File: config.mk
export PLATFORM = sky130hd
export DESIGN_NAME = nor_fanout_tester_flat
export DESIGN_NICKNAME = d
export VERILOG_FILES = /design/src/rtl/nor_fanout_tester_if.sv /design/src/rtl/nor_fanout_tester.sv /design/src/flat_wrapper.sv
export SDC_FILE = /design/constraint.sdc
export NUM_CORES = 1
export LEC_CHECK = 0
export CAP_MARGIN = 40
export CORE_ASPECT_RATIO = 1.1
export CORE_MARGIN = 5
export CORE_UTILIZATION = 35
export DETAILED_ROUTE_END_ITERATION = 10
export GPL_ROUTABILITY_DRIVEN = 0
export GPL_TIMING_DRIVEN = 0
export SYNTH_ARGS = -nofsm -noshare
export SYNTH_HDL_FRONTEND = slang
export SYNTH_SLANG_ARGS = --single-unit
File: constraint.sdc
create_clock -name clk -period 3.08 [get_ports clk]
set_input_delay 0.462 -clock clk [delete_from_list [all_inputs] [get_ports clk]]
set_output_delay 0.462 -clock clk [all_outputs]
set_load 0.02 [all_outputs]
File: src/rtl/nor_fanout_tester_if.sv
// Control/status bundle between a fanout-test top and the NOR chain tester.
// The master side launches runs; the slave side (the tester) reports results.
interface nor_fanout_tester_if #(
    parameter int FANOUT = 4,
    parameter int CNT_W  = 16
);
    logic              start;
    logic [CNT_W-1:0]  num_trans;
    logic [FANOUT-1:0] inj_fault;
    logic              busy;
    logic              done;
    logic              drive;
    logic [FANOUT-1:0] branch_out;
    logic [CNT_W-1:0]  trans_cnt;
    logic [CNT_W-1:0]  err_cnt;
    logic [FANOUT-1:0] mismatch_mask;

    modport master (
        output start, num_trans, inj_fault,
        input  busy, done, drive, branch_out, trans_cnt, err_cnt, mismatch_mask
    );

    modport slave (
        input  start, num_trans, inj_fault,
        output busy, done, drive, branch_out, trans_cnt, err_cnt, mismatch_mask
    );
endinterface

File: src/rtl/nor_fanout_tester.sv
// Self-test wrapper around a NOR2_X1 trunk/fanout chain. A small FSM toggles the
// trunk input, waits a settle time, then compares every branch output against the
// value implied by the chain's inversion parity and accumulates mismatches.
module nor_fanout_tester #(
    parameter int TRUNK_LEN     = 6,
    parameter int FANOUT        = 4,
    parameter int BRANCH_LEN    = 4,
    parameter int SETTLE_CYCLES = 8,
    parameter int CNT_W         = 16
) (
    input logic               clk,
    input logic               rst,
    nor_fanout_tester_if.slave bus
);

    // An odd total number of inverting stages flips the launched value.
    localparam logic POL   = 1'((TRUNK_LEN + BRANCH_LEN) % 2);
    localparam int   SET_W = (SETTLE_CYCLES > 1) ? $clog2(SETTLE_CYCLES) : 1;
    // Wide enough to hold a full counter plus one sample's worth of mismatches.
    localparam int   SUM_W = CNT_W + $clog2(FANOUT + 1);
    localparam logic [SUM_W-1:0] ERR_MAX = {{(SUM_W-CNT_W){1'b0}}, {CNT_W{1'b1}}};

    typedef enum logic [2:0] {
        S_IDLE,
        S_LAUNCH,
        S_SETTLE,
        S_SAMPLE,
        S_DONE
    } state_t;

    state_t            state;
    state_t            state_next;
    logic              drive_q;
    logic [SET_W-1:0]  settle_cnt;
    logic [CNT_W-1:0]  num_cap;
    logic [CNT_W-1:0]  trans_cnt_q;
    logic [CNT_W-1:0]  err_cnt_q;
    logic [FANOUT-1:0] mask_q;
    logic [FANOUT-1:0] branch_raw;
    logic              fanout_node;
    logic              exp_bit;
    logic [FANOUT-1:0] sample_mm;
    logic [SUM_W-1:0]  mm_pop;
    logic [SUM_W-1:0]  err_sum;
    logic [CNT_W-1:0]  err_next;
    logic [CNT_W-1:0]  trans_next;
    logic              busy_c;
    logic              done_c;

    function automatic logic [SUM_W-1:0] popcount(input logic [FANOUT-1:0] v);
        logic [SUM_W-1:0] acc;
        acc = '0;
        for (int i = 0; i < FANOUT; i++) begin
            acc = acc + SUM_W'(v[i]);
        end
        return acc;
    endfunction

    // ------------------------------------------------------------------
    // Chain: every stage is a discrete NOR2_X1 with A2 grounded, acting as
    // an inverter. Each stage owns its own nets so nothing can be merged.
    // ------------------------------------------------------------------
    for (genvar t = 0; t < TRUNK_LEN; t++) begin : g_trunk
        (* keep = "true", dont_touch = "true" *) logic stage_in;
        (* keep = "true", dont_touch = "true" *) logic stage_out;
        if (t == 0) begin : g_head
            assign stage_in = drive_q;
        end else begin : g_body
            assign stage_in = g_trunk[t-1].stage_out;
        end
        (* keep = "true", dont_touch = "true" *)
        NOR2_X1 u_nor (.A1(stage_in), .A2(1'b0), .ZN(stage_out));
    end

    assign fanout_node = g_trunk[TRUNK_LEN-1].stage_out;

    for (genvar b = 0; b < FANOUT; b++) begin : g_branch
        for (genvar s = 0; s < BRANCH_LEN; s++) begin : g_stage
            (* keep = "true", dont_touch = "true" *) logic stage_in;
            (* keep = "true", dont_touch = "true" *) logic stage_out;
            if (s == 0) begin : g_head
                assign stage_in = fanout_node;
            end else begin : g_body
                assign stage_in = g_stage[s-1].stage_out;
            end
            (* keep = "true", dont_touch = "true" *)
            NOR2_X1 u_nor (.A1(stage_in), .A2(1'b0), .ZN(stage_out));
        end
        assign branch_raw[b] = g_stage[BRANCH_LEN-1].stage_out;
    end

    // Sample-time comparison and saturating error accumulation.
    always_comb begin
        exp_bit    = drive_q ^ POL;
        sample_mm  = (branch_raw ^ bus.inj_fault) ^ {FANOUT{exp_bit}};
        mm_pop     = popcount(sample_mm);
        err_sum    = {{(SUM_W-CNT_W){1'b0}}, err_cnt_q} + mm_pop;
        err_next   = (err_sum > ERR_MAX) ? {CNT_W{1'b1}} : err_sum[CNT_W-1:0];
        trans_next = trans_cnt_q + 1'b1;
    end

    // State register; reset aborts any run without a done pulse.
    always_ff @(posedge clk) begin
        if (rst) begin
            state <= S_IDLE;
        end else begin
            state <= state_next;
        end
    end

    // Next-state logic: launch, settle for SETTLE_CYCLES, sample, repeat N times.
    always_comb begin
        state_next = state;
        unique case (state)
            S_IDLE: begin
                if (bus.start) begin
                    state_next = (bus.num_trans == '0) ? S_DONE : S_LAUNCH;
                end
            end
            S_LAUNCH: state_next = S_SETTLE;
            S_SETTLE: begin
                if (settle_cnt == '0) begin
                    state_next = S_SAMPLE;
                end
            end
            S_SAMPLE: state_next = (trans_next == num_cap) ? S_DONE : S_LAUNCH;
            S_DONE:   state_next = S_IDLE;
            default:  state_next = S_IDLE;
        endcase
    end

    // Moore status outputs decoded from the current state.
    always_comb begin
        busy_c = 1'b0;
        done_c = 1'b0;
        unique case (state)
            S_LAUNCH, S_SETTLE, S_SAMPLE: busy_c = 1'b1;
            S_DONE:                       done_c = 1'b1;
            default: begin
                busy_c = 1'b0;
                done_c = 1'b0;
            end
        endcase
    end

    // Datapath: run capture, drive toggling, settle timer and result counters.
    always_ff @(posedge clk) begin
        if (rst) begin
            drive_q     <= 1'b0;
            settle_cnt  <= '0;
            num_cap     <= '0;
            trans_cnt_q <= '0;
            err_cnt_q   <= '0;
            mask_q      <= '0;
        end else begin
            unique case (state)
                S_IDLE: begin
                    if (bus.start) begin
                        num_cap     <= bus.num_trans;
                        trans_cnt_q <= '0;
                        err_cnt_q   <= '0;
                        mask_q      <= '0;
                    end
                end
                S_LAUNCH: begin
                    drive_q    <= ~drive_q;
                    settle_cnt <= SET_W'(SETTLE_CYCLES - 1);
                end
                S_SETTLE: begin
                    if (settle_cnt != '0) begin
                        settle_cnt <= settle_cnt - 1'b1;
                    end
                end
                S_SAMPLE: begin
                    err_cnt_q   <= err_next;
                    mask_q      <= mask_q | sample_mm;
                    trans_cnt_q <= trans_next;
                end
                default: begin
                    settle_cnt <= settle_cnt;
                end
            endcase
        end
    end

    assign bus.busy          = busy_c;
    assign bus.done          = done_c;
    assign bus.drive         = drive_q;
    assign bus.branch_out    = branch_raw;
    assign bus.trans_cnt     = trans_cnt_q;
    assign bus.err_cnt       = err_cnt_q;
    assign bus.mismatch_mask = mask_q;

endmodule

// Behavioural stand-in for the library NOR2_X1 cell used by the chain.
module NOR2_X1 (
    input  logic A1,
    input  logic A2,
    output logic ZN
);
    assign ZN = ~(A1 | A2);
endmodule

File: src/flat_wrapper.sv
// flat-port wrapper written by rule: the top's interface ports become plain ports
module nor_fanout_tester_flat 
#(
    parameter int TRUNK_LEN     = 6,
    parameter int FANOUT        = 4,
    parameter int BRANCH_LEN    = 4,
    parameter int SETTLE_CYCLES = 8,
    parameter int CNT_W         = 16
)
  (clk, rst, bus_start, bus_num_trans, bus_inj_fault, bus_busy, bus_done, bus_drive, bus_branch_out, bus_trans_cnt, bus_err_cnt, bus_mismatch_mask);
  nor_fanout_tester_if #(.FANOUT(FANOUT), .CNT_W(CNT_W)) bus_i ();
  input logic clk;
  input logic rst;
  input wire logic [$bits(bus_i.start)-1:0] bus_start;
  input wire logic [$bits(bus_i.num_trans)-1:0] bus_num_trans;
  input wire logic [$bits(bus_i.inj_fault)-1:0] bus_inj_fault;
  output wire logic [$bits(bus_i.busy)-1:0] bus_busy;
  output wire logic [$bits(bus_i.done)-1:0] bus_done;
  output wire logic [$bits(bus_i.drive)-1:0] bus_drive;
  output wire logic [$bits(bus_i.branch_out)-1:0] bus_branch_out;
  output wire logic [$bits(bus_i.trans_cnt)-1:0] bus_trans_cnt;
  output wire logic [$bits(bus_i.err_cnt)-1:0] bus_err_cnt;
  output wire logic [$bits(bus_i.mismatch_mask)-1:0] bus_mismatch_mask;
  assign bus_i.start = bus_start;
  assign bus_i.num_trans = bus_num_trans;
  assign bus_i.inj_fault = bus_inj_fault;
  assign bus_busy = bus_i.busy;
  assign bus_done = bus_i.done;
  assign bus_drive = bus_i.drive;
  assign bus_branch_out = bus_i.branch_out;
  assign bus_trans_cnt = bus_i.trans_cnt;
  assign bus_err_cnt = bus_i.err_cnt;
  assign bus_mismatch_mask = bus_i.mismatch_mask;
  nor_fanout_tester #(.TRUNK_LEN(TRUNK_LEN), .FANOUT(FANOUT), .BRANCH_LEN(BRANCH_LEN), .SETTLE_CYCLES(SETTLE_CYCLES), .CNT_W(CNT_W)) u_core (.clk(clk), .rst(rst), .bus(bus_i));
endmodule
# Word-level counts from Yosys, hierarchy flattened
# Index checks and enable logic that the tools add are counted.
# word_totals
ff_bits	59
latchBits	0
ram_bits	0
romBits	0
in_bits	23
mem_count	0
# classes
addsub	6
n_mul	0
n_div	0
n_lt_le_gt_ge	1
eq_ne	8
n_shift	0
mux	15
n_bitwise	4
n_reduce_logical	11
# op_table
operator	count
$pmux W16 S2	2
$add A19 B1 Y19	2
$mux W16	2
$add A16 B19 Y19	1
$gt A19 B16 Y1 const B	1
$add A16 B1 Y16 const B	1
$eq A16 B16 Y1	1
$logic_not A16 Y1	1
$mux W3	5
$pmux W3 S4	1
$pmux W4 S2	1
$reduce_and A2 Y1	4
$xor A4 B4 Y4	2
$eq A3 B2 Y1 const B	2
$logic_not A3 Y1	2
$pmux W3 S2	1
$mux W4	1
$ne A2 B1 Y1 const B	2
$or A4 B4 Y4	1
$reduce_bool A2 Y1	2
$eq A3 B1 Y1 const B	1
$eq A3 B3 Y1 const B	1
$reduce_bool A3 Y1	1
$reduce_or A3 Y1	1
5 further kinds	6

# Depth between registers and ports, before layout
# Gate-level depths: netlist (run 1).
# depth
word_depth	9
mapped_depth	16
ltp_nobuf	14

# Modules after synthesis
# A second synthesis (run 1) with hierarchy kept.
# unflattened
hier_cells	481
hier_area_um2	3654.8
# modules_own_cells
mod	n_inst	cells_per_inst	area_each_um2
nor_fanout_tester	1	459	3572.2
NOR2_X1	22	1	3.8

# Worst setup path before layout (run 1)
# OpenSTA, ideal clock, no wires.
# synth_path
path_type	input-to-reg
startpoint	input bus_inj_fault[1]
endpoint	register u_core.err_cnt_q[5] (netlist: u_core.bus.err_cnt[5])
setup_ns	0.065
arrival_ns	3.200
required_ns	3.015
setup_slack_ns	-0.185
path_stages	16
cell_sequence	clkbuf_1 -> ha_1 -> inv_1 -> fa_1 -> inv_1 -> ha_1 -> inv_1 -> fa_1 -> nor2b_1 -> o2111a_1 -> and4_1 -> nand3_1 -> clkbuf_1 -> o31ai_1 -> a22oi_1 -> nor2_1
# synth_via
elab_chain_cells	9
# synth_rtl
item	line_no	rtl
start, declared	flat_wrapper.sv:16	input wire logic [$bits(bus_i.inj_fault)-1:0] bus_inj_fault;
$xor A4 B4 Y4 (*) (2 in series)	nor_fanout_tester.sv:95	sample_mm = (branch_raw ^ bus.inj_fault) ^ {FANOUT{exp_bit}};
$add A1 B1 Y2 (*)	nor_fanout_tester.sv:54	acc = acc + SUM_W'(v[i]);
$add A19 B1 Y19 (*) (2 in series)	nor_fanout_tester.sv:54	
$add A16 B19 Y19 (*)	nor_fanout_tester.sv:97	err_sum = {{(SUM_W-CNT_W){1'b0}}, err_cnt_q} + mm_pop;
$gt A19 B16 Y1	nor_fanout_tester.sv:98	err_next = (err_sum > ERR_MAX) ? {CNT_W{1'b1}} : err_sum[CNT_W-1:0];
$mux W16 (*)	nor_fanout_tester.sv:98	
$pmux W16 S2 (*)	nor_fanout_tester.sv:156	unique case (state)
end signal, assigned	nor_fanout_tester.sv:175	err_cnt_q <= err_next;
end, declared	nor_fanout_tester.sv:37	logic [CNT_W-1:0] err_cnt_q;
# Every way passes the cells marked *; elsewhere a longest branch is shown, timed or not.
# A chain may end at the register's enable or synchronous reset.

# Worst setup path in the final report (run 1)
# layout_path
startpoint	input bus_inj_fault[1]
endpoint	register u_core.err_cnt_q[7] (netlist: u_core.bus.err_cnt[7])
# Same word-level chain as after synthesis.

==> impl_metrics.toml, run 1 <==
[outcome]
status = "completed"

[power_and_ir_drop]
vdd_drop_max_uv = 231
power_frac_comb = 0.395
p_leak_uw = 0.00156
p_sw_uw = 968
p_int_uw = 1580
total_power_uw = 2550
p_per_area_mw_per_mm2 = 572
seqPwrFrac = 0.362
switching_share = 0.380
clock_power_share = 0.244

[worst_setup_path]
required_ns = 3.34
cp-start-kind = "input port"
critical_path_arrival_ns = 3.21
cp_top_family = "adder cells"
r2r-start = "u_core.bus.err_cnt[0]"
worst_setup_path_end_kind = "flip-flop"
r2r_slack_ns = 0.32
cp_common_cell = "inv_2"
path_class = "in -> reg"
path_depth = 16
rr_worst_depth = 14
path_cells = "clkdlybuf4s15_1 > ha_1 > inv_2 > fa_1 > inv_1 > ha_2 > inv_2 > fa_2 > nor2b_4 > o2111a_2 > and4_4 > nand3_4 > buf_6 > o21ai_0 > a22oi_1 > nor2_1"
rr_endpoint = "u_core.bus.err_cnt[7]"
worst_path_max_delay_cell = "fa_1"
crit_buf_inv = 5
crit_path_max_incr_delay_ns = 0.41
cp_max_fo = 4

[layout]
antenna_cells = 0
multi_input_area_mm2 = 0.00203
drive_gt1_frac = 0.103
layout.cells.non_filler = 650
fillCellCount = 934
ff_latch_area_mm2 = 0.00118
layout.nets = 562
area_growth_pct = 31.7

[die]
core_mm2 = 0.00940
boundaryPins = 66
die_w_um = 104
die-area_mm2 = 0.0117
fp.dieH_um = 113
initial_core_util = 0.360
rows = 37

[placed_design]
dpl.cell_count = 629
hpwl_um = 7520
io_buffers = 64

[timing]
rsz0062_at_grt = "no"
fmax_ghz = 0.339
slew_headroom = 0.559
period_needed_ns = 2.95
hold_ws_ns = 0.431
fin_skew_ns = 0.0122
setup_viol = 0
tightest_slew_ns = 0.661
hold_viol = 0
drv_slew = 0
fin_crit_sh = 0.957

[routing]
wl_met3_um = 619
wirelength_met1_um = 4440
vias = 3527
ant_nets = 0
drt_iter0_markers = 194
wl_per_cell_um = 15.6
wl_met2_um = 4760
avgViaCountPerCell = 5.43
drc = 0
highest_layer = "met4"
drt_pass1_iterations = 5
wl_um = 10100

[synthesis]
synth_cells = 448
synth.avg_cell_area_um2 = 7.55
yosysWarnings = 0
syn_area_mm2 = 0.00338
syn_nets = 481

[hold_path]
min_path_cells = 3
min_from = "bus_inj_fault[2]"
whs_endpoint = "u_core.bus.mismatch_mask[2]"
hp-class = "in -> reg"

[job]
maxCapViolCount = 0

[clock_network]
cts_buffers = 9
path_clk_slew_ns = 0.07
root_buffer = "clkbuf_8"
cts_tree = "yes"
clockBufferDepth = 2
ctsHoldBuffers = 0
cts.sinks = 59
htree_levels = 3
clk_latency_ns = 0.34

[global_routing]
grt_max_degree = 11
overflow = 0
antenna_found_initial = 0
grt_pass1_wl_um = 16700
grt_usage = 0.173
grt_pass1_vias = 3428
## registers in the layout (all words and copies together), names as in the netlist
| name | flops |
|---|---|
| u_core.bus.err_cnt | 16 |
| u_core.bus.trans_cnt | 16 |
| u_core.state | 3 |
| u_core.bus.drive | 1 |
| u_core.num_cap | 16 |
| u_core.settle_cnt | 3 |
| u_core.bus.mismatch_mask | 4 |
## tightest hold or removal path: stages
cell and delay (ns):
dlymetal6s2s_1 0.11, a21oi_1 0.07, nor2_1 0.08
## placed cells by master (no fill, tap or decap), types with 6 or more instances in the layout
master and count:
a21oi_1 43, a22oi_1 9, a31oi_1 6, buf_2 7
buf_4 10, clkbuf_1 18, clkbuf_8 10, clkdlybuf4s50_1 61
dfxtp_1 59, ha_1 7, inv_1 13, nand2_1 58
nand3_1 17, nor2_1 56, nor3_1 10, o21ai_0 23
xnor2_1 16, xor2_1 6
## power groups by stage
stage | clock network [uW] | registers [uW] | logic [uW]
6_report | 622 | 922 | 1010
5_1_grt | 662 | 934 | 1120
4_1_cts | 634 | 922 | 999
3_5_place_dp | 0 | 939 | 986
3_3_place_gp | 0 | 935 | 969
2_1_floorplan | 0 | 942 | 661
## metal layers
layer,GRT usage,up-vias
li1,-,1742
met2,0.278,132
met1,0.220,1632
met4,0.0924,0
met5,0,-
met3,0.0308,21
## metrics by stage
stage	setup slack, ns	cell area, um2	util	setup TNS (ns)
floorplan	-0.00919	3410	-	-0.0183
global placement	-0.705	4200	0.447	-9.35
detailed placement	-0.742	4200	0.447	-9.87
CTS	0.0604	4430	0.472	0
global route	0.00816	4450	0.474	0
finish	0.132	4450	0.474	0
## worst max path at each step
stage / start / to
3_3_place_gp: bus_inj_fault[1] / u_core.bus.err_cnt[5]
2_1_floorplan: bus_inj_fault[1] / u_core.bus.err_cnt[5]
5_1_grt: bus_inj_fault[1] / u_core.bus.err_cnt[5]
6_report: bus_inj_fault[1] / u_core.bus.err_cnt[7]
3_5_place_dp: bus_inj_fault[1] / u_core.bus.err_cnt[5]
4_1_cts: bus_inj_fault[0] / u_core.bus.err_cnt[5]
## final cells by class
cell class	count	area share
well taps	117	0.0329
flip-flops and latches	59	0.265
clock buffers	10	0.0309
inverters	15	0.0126
clock inverters	5	0.00674
plain buffers	34	0.0388
repair buffers	72	0.158
multi-input cells	338	0.455
## what timing repair did
item / 4_1_cts / 5_1_grt
pin swaps: 10 / 5
buffers inserted: 5 / 1
setup endpoints to repair: 16 / 12
gates resized for setup: 11 / 5
gates cloned: 1 / 0
hold endpoints to repair: 0 / 0
Note: power is estimated with default switching activity, not from simulation.
==> run 2, diff against run 1 <==
--- a/config.mk
+++ b/config.mk
@@ -12,6 +12,7 @@
 export DETAILED_ROUTE_END_ITERATION = 10
 export GPL_ROUTABILITY_DRIVEN = 0
 export GPL_TIMING_DRIVEN = 0
+export RECOVER_POWER = 100
 export SYNTH_ARGS = -nofsm -noshare
 export SYNTH_HDL_FRONTEND = slang
 export SYNTH_SLANG_ARGS = --single-unit
==> run 2 against run 1 <==
  * Sequential power hardly changed
  * Total power is 0.88% lower
  * Highest routed layer unchanged
  * Register-to-register slack hardly changed
  * Critical endpoint unchanged
  * Global-route usage stayed put
  * Critical path depth stayed put
  * Non-clock buffer count stayed put
  * Die area stayed put
  * Flip-flop and latch count stayed put
  * Fmax is 0.14% higher
  * Clock skew is 0.0018 ns lower
==> impl_metrics.toml, run 2 (synthesized netlist as in run 1, its figures left out) <==
[outcome]
status = "completed"

[clock_network]
cts_buffers = 9
ctsHoldBuffers = 0
htree_levels = 3
cts.sinks = 59
clk_latency_ns = 0.34
cts_tree = "yes"
clockBufferDepth = 2
path_clk_slew_ns = 0.07
root_buffer = "clkbuf_8"

[power_and_ir_drop]
clock_power_share = 0.245
switching_share = 0.382
p_leak_uw = 0.00170
vdd_drop_max_uv = 230
p_sw_uw = 965
p_per_area_mw_per_mm2 = 568
seqPwrFrac = 0.364
power_frac_comb = 0.390
p_int_uw = 1560

[timing]
tightest_slew_ns = 0.660
rsz0062_at_grt = "no"
hold_ws_ns = 0.427
drv_slew = 0
slew_headroom = 0.560
period_needed_ns = 2.94
finalSetupTns_ns = 0
fmax_ghz = 0.340
fin_skew_ns = 0.0104
hold_viol = 0
fin_crit_sh = 0.956
setup_viol = 0

[global_routing]
antenna_found_initial = 0
grt_usage = 0.173
grt_max_degree = 11
grt_pass1_wl_um = 16700
overflow = 0
grt_pass1_vias = 3428

[layout]
mostFrequentLayoutCells = "59 x dfxtp_1, 58 x nand2_1, 56 x nor2_1"
final_core_util = 0.474
layout_commonest_cell = "dfxtp_1"
area_growth_pct = 31.6
layout.nets = 562
drive_gt1_frac = 0.103
antenna_cells = 0

[worst_setup_path]
path_cells = "clkdlybuf4s15_1 > ha_1 > inv_2 > fa_1 > inv_1 > ha_2 > inv_2 > fa_2 > nor2b_4 > o2111a_2 > and4_4 > nand3_4 > buf_6 > o21ai_0 > a22oi_1 > nor2_1"
crit_buf_inv = 5
cp_max_fo = 4
path_class = "in -> reg"
cp-start-kind = "input port"
worst_setup_path_end_kind = "flip-flop"
required_ns = 3.34
crit_path_max_incr_delay_ns = 0.41
cp_top_family = "adder cells"
critical_path_arrival_ns = 3.21
worst_path_max_delay_cell = "fa_1"
cp_common_cell = "inv_2"

[placed_design]
io_buffers = 64
hpwl_um = 7520

[die]
core_mm2 = 0.00940
die-area_mm2 = 0.0117
fp.dieH_um = 113
boundaryPins = 66
initial_core_util = 0.360
die_w_um = 104
rows = 37

[job]
maxCapViolCount = 0

[routing]
vias = 3570
drt_pass1_iterations = 5
avgViaCountPerCell = 5.49
ant_nets = 0
wl_per_cell_um = 15.6
wl_um = 10100
drc = 0
drt_iter0_markers = 198

[hold_path]
hp-class = "in -> reg"
[run 2: cell types whose count changed in the layout (fill, tap and decap cells not counted), sizes merged]
cell / before / now
buf: 23 / 20
clkbuf: 29 / 32
dlygate4sd3: 0 / 43
clkdlybuf4s50: 61 / 18
[run 2: timing repair]
item                                    in CTS  in global routing
endpoints found under the setup margin      16                 12
cloned                                       1                  0
buffers inserted                             5                  1
resized for setup                           11                  5
pin swaps                                   10                  5
[run 2: final cells by class]
cell class              instances  area (um2)
plain buffers                  34         173
multi-input cells             338        2030
repair buffers                 72         702
flip-flops and latches         59        1180
well taps                     117         146
inverters                      15        56.3
clock inverters                 5        30.0
fillers                       934        4950
clock buffers                  10         138
[run 2: power by group through the flow]
| stage | combinational [uW] | sequential (uW) | clock (uW) |
|---|---|---|---|
| floorplan | 661 | 942 | 0 |
| global placement | 969 | 935 | 0 |
| detailed placement | 986 | 939 | 0 |
| CTS | 999 | 922 | 634 |
| global route | 1100 | 933 | 662 |
| finish | 986 | 921 | 620 |
[run 2: metrics by stage]
stage | total power, uW | setup slack, ns | area, um2 | instances
floorplan | 1600 | -0.00919 | 3410 | 448
global placement | 1900 | -0.705 | 4200 | 629
detailed placement | 1930 | -0.742 | 4200 | 629
CTS | 2550 | 0.0604 | 4430 | 648
global route | 2700 | 0.00830 | 4450 | 650
finish | 2530 | 0.136 | 4450 | 650
[run 2: worst paths after layout]
path	startpoint	to	slack (ns)	depth (start not counted)
setup reg to reg	u_core.bus.err_cnt[0]	u_core.bus.err_cnt[7]	0.33	14
hold reg to reg	u_core.bus.mismatch_mask[1]	u_core.bus.mismatch_mask[1]	0.46	2
setup / recovery	bus_inj_fault[1]	u_core.bus.err_cnt[7]	0.14	16
hold / removal	bus_inj_fault[2]	u_core.bus.mismatch_mask[2]	0.43	3
[run 2: per-layer routing]
layer,global-route usage,vias up,wire length [um]
li1,-,1745,-
met1,0.220,1661,4460
met2,0.278,136,4720
met3,0.0308,28,588
met4,0.0924,0,348
met5,0,-,0
[run 2: worst register-to-register path, stage by stage, from the launching register on]
cell      delay (ns)
dfxtp_1         0.35
inv_1           0.07
fa_1            0.48
inv_1           0.07
ha_2            0.18
inv_2           0.04
fa_2            0.36
nor2b_4         0.13
o2111a_2        0.21
and4_4          0.25
nand3_4         0.10
buf_6           0.15
o21ai_0         0.06
a22oi_1         0.10
nor2_1          0.14
==> edit 1, RTL diff (flow settings as in run 2) <==
`SETTLE_CYCLES` is set to 8 in 2 places; all go to 16.
--- a/src/rtl/nor_fanout_tester.sv
+++ b/src/rtl/nor_fanout_tester.sv
@@ -7,3 +7,3 @@
     parameter int BRANCH_LEN    = 4,
-    parameter int SETTLE_CYCLES = 8,
+    parameter int SETTLE_CYCLES = 16,
     parameter int CNT_W         = 16
--- a/src/flat_wrapper.sv
+++ b/src/flat_wrapper.sv
@@ -6,3 +6,3 @@
     parameter int BRANCH_LEN    = 4,
-    parameter int SETTLE_CYCLES = 8,
+    parameter int SETTLE_CYCLES = 16,
     parameter int CNT_W         = 16
Function: same outputs for any inputs over 10 cycles, from zero or initial values and one cycle with rst high; that may be too few to reach the edited logic, so the function may still have changed.
==> edit 1 against run 2 <==
  * Critical path type unchanged
  * Clock skew is 0.0012 ns lower
  * Count of clock-buffer cells in the layout rose by 2
  * First-iteration DRC count up 1.0%
  * Synthesized area rose by 3.7%
  * Non-clock buffer count down 2
  * Combinational power fell by 7.6%
  * Wire length is essentially flat
  * Via count down 3.3%
  * Utilization is 0.40 points lower
  * Sequential cell count rose by 1
  * Global-route usage is essentially flat
  * Cell area is 3.9% higher
  * Largest power group is now registers
  * Power grew 8.7%
  * Setup slack worse by 0.075 ns
  * Highest routed layer unchanged
==> edit 1: results (changes against run 2) <==
stage,metric,value,unit,change
placement,dp_cells,628,,-0.16%
critical_path,crit_end,u_core.bus.err_cnt[14],,
placement,dp.final_hpwl,7600,microns,+1.2%
drt,drtIter0Drc,200,,+1.0%
cts,cts_buffers,9,,unchanged
drt,drt_wl_total,10100,microns,about the same
cts,htreeDepth,3,,unchanged
grt,grt_max_degree,11,,unchanged
placement,port_buffers,64,,unchanged
cts,cts.root.buffer_cell,clkbuf_8,,
cts,insertion_delay,0.33,ns,
power,seqPwrFrac,34.3,%,-2.1 points
critical_path,arrival,3.22,ns,about the same
power,leakage,1.81,nW,+6.1%
power,comb_power_share,33.2,%,-5.8 points
drt,vias_per_cell,5.33,,-3.0%
layout,fin_nets,555,,-1.2%
grt,antenna_found_initial,0,,unchanged
worst_hold_path,min_from,bus_inj_fault[1],,
timing,finClkSkew,0.00923,ns,-0.00118 ns
timing,worst_slack,0.0611,ns,-0.0752 ns
power,p_switching,930,uW,-3.6%
drt,firstDrtPassIters,4,,-1
critical_path,rr_worst_depth,12,,-2
placement,dpl_worst_slack,-0.985,ns,-0.243 ns
critical_path,path_class,in -> reg,,
placement,placed_cell_area,0.00431,sq mm,+2.6%
critical_path,path_max_fanout,3,,-1
critical_path,reg2reg_from,u_core.bus.err_cnt[0],,
cts,cts-resized-gates,18,,+7
grt,grt_pass1_wl,17100,microns,+2.8%
synth,postSynthCellCount,444,,-0.89%
critical_path,rrSetupSlack,0.12,ns,-0.21 ns
cts,clockBufferDepth,2,,unchanged
grt,grt_use_total,17.2,%,-0.038 points
critical_path,path_delay_family,adder cells,,
power,vdd.ir_drop.worst,314,uV,+36%
critical_path,crit_slowest_cell,or4b_1,,
timing,worst_pin_slew,0.795,ns,+0.135 ns
critical_path,critPathMaxStageDelay,0.50,ns,+0.09 ns
layout,drive_gt1_share,11.7,%,+1.4 points
drt,vias,3453,,-3.3%
worst_hold_path,hp-class,in -> reg,,
run_status,status,"complete, no violations",,
timing,worst_hold_slack,0.359,ns,-0.0676 ns
layout,antenna_cells,0,,unchanged
worst_hold_path,hold_depth,3,,unchanged
critical_path,startpoint,bus_inj_fault[1],,
cts,clk_pin_slew,0.08,ns,
power,comb-power,911,uW,-7.6%
worst_hold_path,whs_endpoint,u_core.bus.mismatch_mask[1],,
cts,post-cts-setup-buffers,6,,+1
synth,yosys_warnings,0,,unchanged
synth,synth.net_count,476,,-1.0%
edit 1: metal layers:
layer / up-vias / global-route usage (%) / wire [microns]
met1: 1605 / 22.5 / 4580
met2: 95 / 29.2 / 4860
li1: 1745 / - / -
met3: 8 / 2.98 / 547
met5: - / 0 / 0
met4: 0 / 5.42 / 123
edit 1: worst register-to-register path, stage by stage (launching register included):
cell,delay [ns]
dfxtp_1,0.35
inv_1,0.07
fa_1,0.47
inv_1,0.07
ha_2,0.18
inv_2,0.04
fa_2,0.36
nor2b_4,0.16
o2111ai_4,0.13
or3_4,0.36
or4b_1,0.50
o21ai_1,0.09
nor2_1,0.05
edit 1: area by class of cell:
| cell class | count | area (sq um) |
|---|---|---|
| tap | 120 | 150 |
| inverter | 13 | 48.8 |
| timing repair buffer | 71 | 694 |
| clock buffer | 12 | 155 |
| sequential | 60 | 1200 |
| fill | 1001 | 5220 |
| buffer | 33 | 176 |
| multi-input combinational | 335 | 2100 |
| clock inverter | 4 | 95.1 |
==> edit 2, RTL diff (settings of run 2) <==
Without the edit above. Reset style: asynchronous (`rst`), changed in 2 clocked blocks.
--- a/src/rtl/nor_fanout_tester.sv
+++ b/src/rtl/nor_fanout_tester.sv
@@ -102,3 +102,3 @@
     // State register; reset aborts any run without a done pulse.
-    always_ff @(posedge clk) begin
+    always_ff @(posedge clk or posedge rst) begin
         if (rst) begin
@@ -146,3 +146,3 @@
     // Datapath: run capture, drive toggling, settle timer and result counters.
-    always_ff @(posedge clk) begin
+    always_ff @(posedge clk or posedge rst) begin
         if (rst) begin
Function: differs if rst is asserted again (counterexample within 4 cycles, from zero or initial values and one cycle with rst high); with rst held inactive, the same outputs for 10 cycles.
==> edit 2 against run 2 <==
  * Synthesized area increased by 1.8%
  * Power increased by 45%
  * Synthesized cell count is 10% lower
  * Sequential power rose by 30%
  * Cell area is 1.5% higher
  * Combinational power is 75% higher
  * Setup slack worse by 0.029 ns
  * Wire length decreased by 5.0%
  * Count of clock-buffer cells in the layout grew 2
  * Sequential cell count stayed put
  * Critical endpoint is now u_core.bus.err_cnt[2]
  * Highest routed layer unchanged
==> edit 2: results (changes against run 2) <==
stage,metric,value,unit,change
power,pwr.group.clock,734,uW,+18%
layout,seqCellArea,0.00148,sq mm,+25%
layout,clock_area_share,4.43,%,+0.66 points
run_status,status,"complete, no violations",,
layout,multi_input_area,0.00181,sq mm,-11%
layout,layoutNonFillerInstCount,606,,-6.8%
layout,clkbuf_count,12,,+2
critical_path,crit_slowest_cell,or4_4,,
power,vdd.ir_drop.worst,413,uV,+79%
layout,comb.multi_input.count,297,,-12%
synth,synth.net_count,436,,-9.4%
synth,avgSynthCellArea,8.55,sq um,+13%
layout,drive_gt1_share,11.1,%,+0.79 points
layout,fin_nets,516,,-8.2%
layout,fillCellCount,981,,+5.0%
drt,dr_wl_met3,341,microns,-42%
grt,grt_pass1_wl,16100,microns,-3.5%
critical_path,arrival,3.25,ns,+0.04 ns
placement,dp_cells,589,,-6.4%
drt,drtIter0Drc,119,,-40%
grt,grt_util_met2,28.7,%,+0.92 points
placement,dpl_worst_slack,-0.659,ns,+0.0826 ns
drt,vias_per_cell,5.23,,-4.7%
placement,dp.final_hpwl,7030,microns,-6.5%
critical_path,critPathMaxStageDelay,0.48,ns,+0.07 ns
worst_hold_path,hp-class,reg -> reg,,
drt,drt_wl_total,9610,microns,-5.0%
timing,worst_pin_slew,1.03,ns,+0.367 ns
timing,finClkSkew,0.0129,ns,+0.00254 ns
critical_path,path_max_fanout,6,,+2
placement,placed_cell_area,0.00427,sq mm,+1.6%
grt,grt_use_met3,2.88,%,-0.20 points
drt,drt-met1-wl,4270,microns,-4.2%
grt,use_met1,20.9,%,-1.1 points
placement,port_buffers,65,,+1.6%
power,leakage,2.08,nW,+22%
layout,nonClockInverterCount,18,,+3
power,total_power,3.66,mW,+45%
grt,grt_use_total,16.7,%,-0.55 points
drt,firstDrtPassIters,4,,-1
==> edit 2: worst paths after layout <==
check / startpoint / endpoint / slack [ns] / cells past startpoint
worst min register to register: u_core.num_cap[0] / u_core.num_cap[0] / 0.50 / 2
worst min-delay path: u_core.num_cap[0] / u_core.num_cap[0] / 0.50 / 2
min in group asynchronous: rst / u_core.bus.mismatch_mask[3] / 0.81 / 2
worst max register to register: u_core.bus.trans_cnt[2] / u_core.state[2] / 0.26 / 7
max in group asynchronous: rst / u_core.bus.trans_cnt[10] / 0.84 / 3
worst max-delay path: bus_inj_fault[1] / u_core.bus.err_cnt[2] / 0.11 / 15
==> edit 2: worst min-delay path, stage by stage, from the launching register on <==
cell     delay (ns)
dfrtp_1        0.36
nand2_1        0.05
nand2_1        0.05
==> edit 2: timing repair <==
item                       CTS  global route
setup buffers                2             3
setup endpoints to repair   16             9
pin swaps                    9             6
gates resized for setup     11             7
hold endpoints to repair     0             0
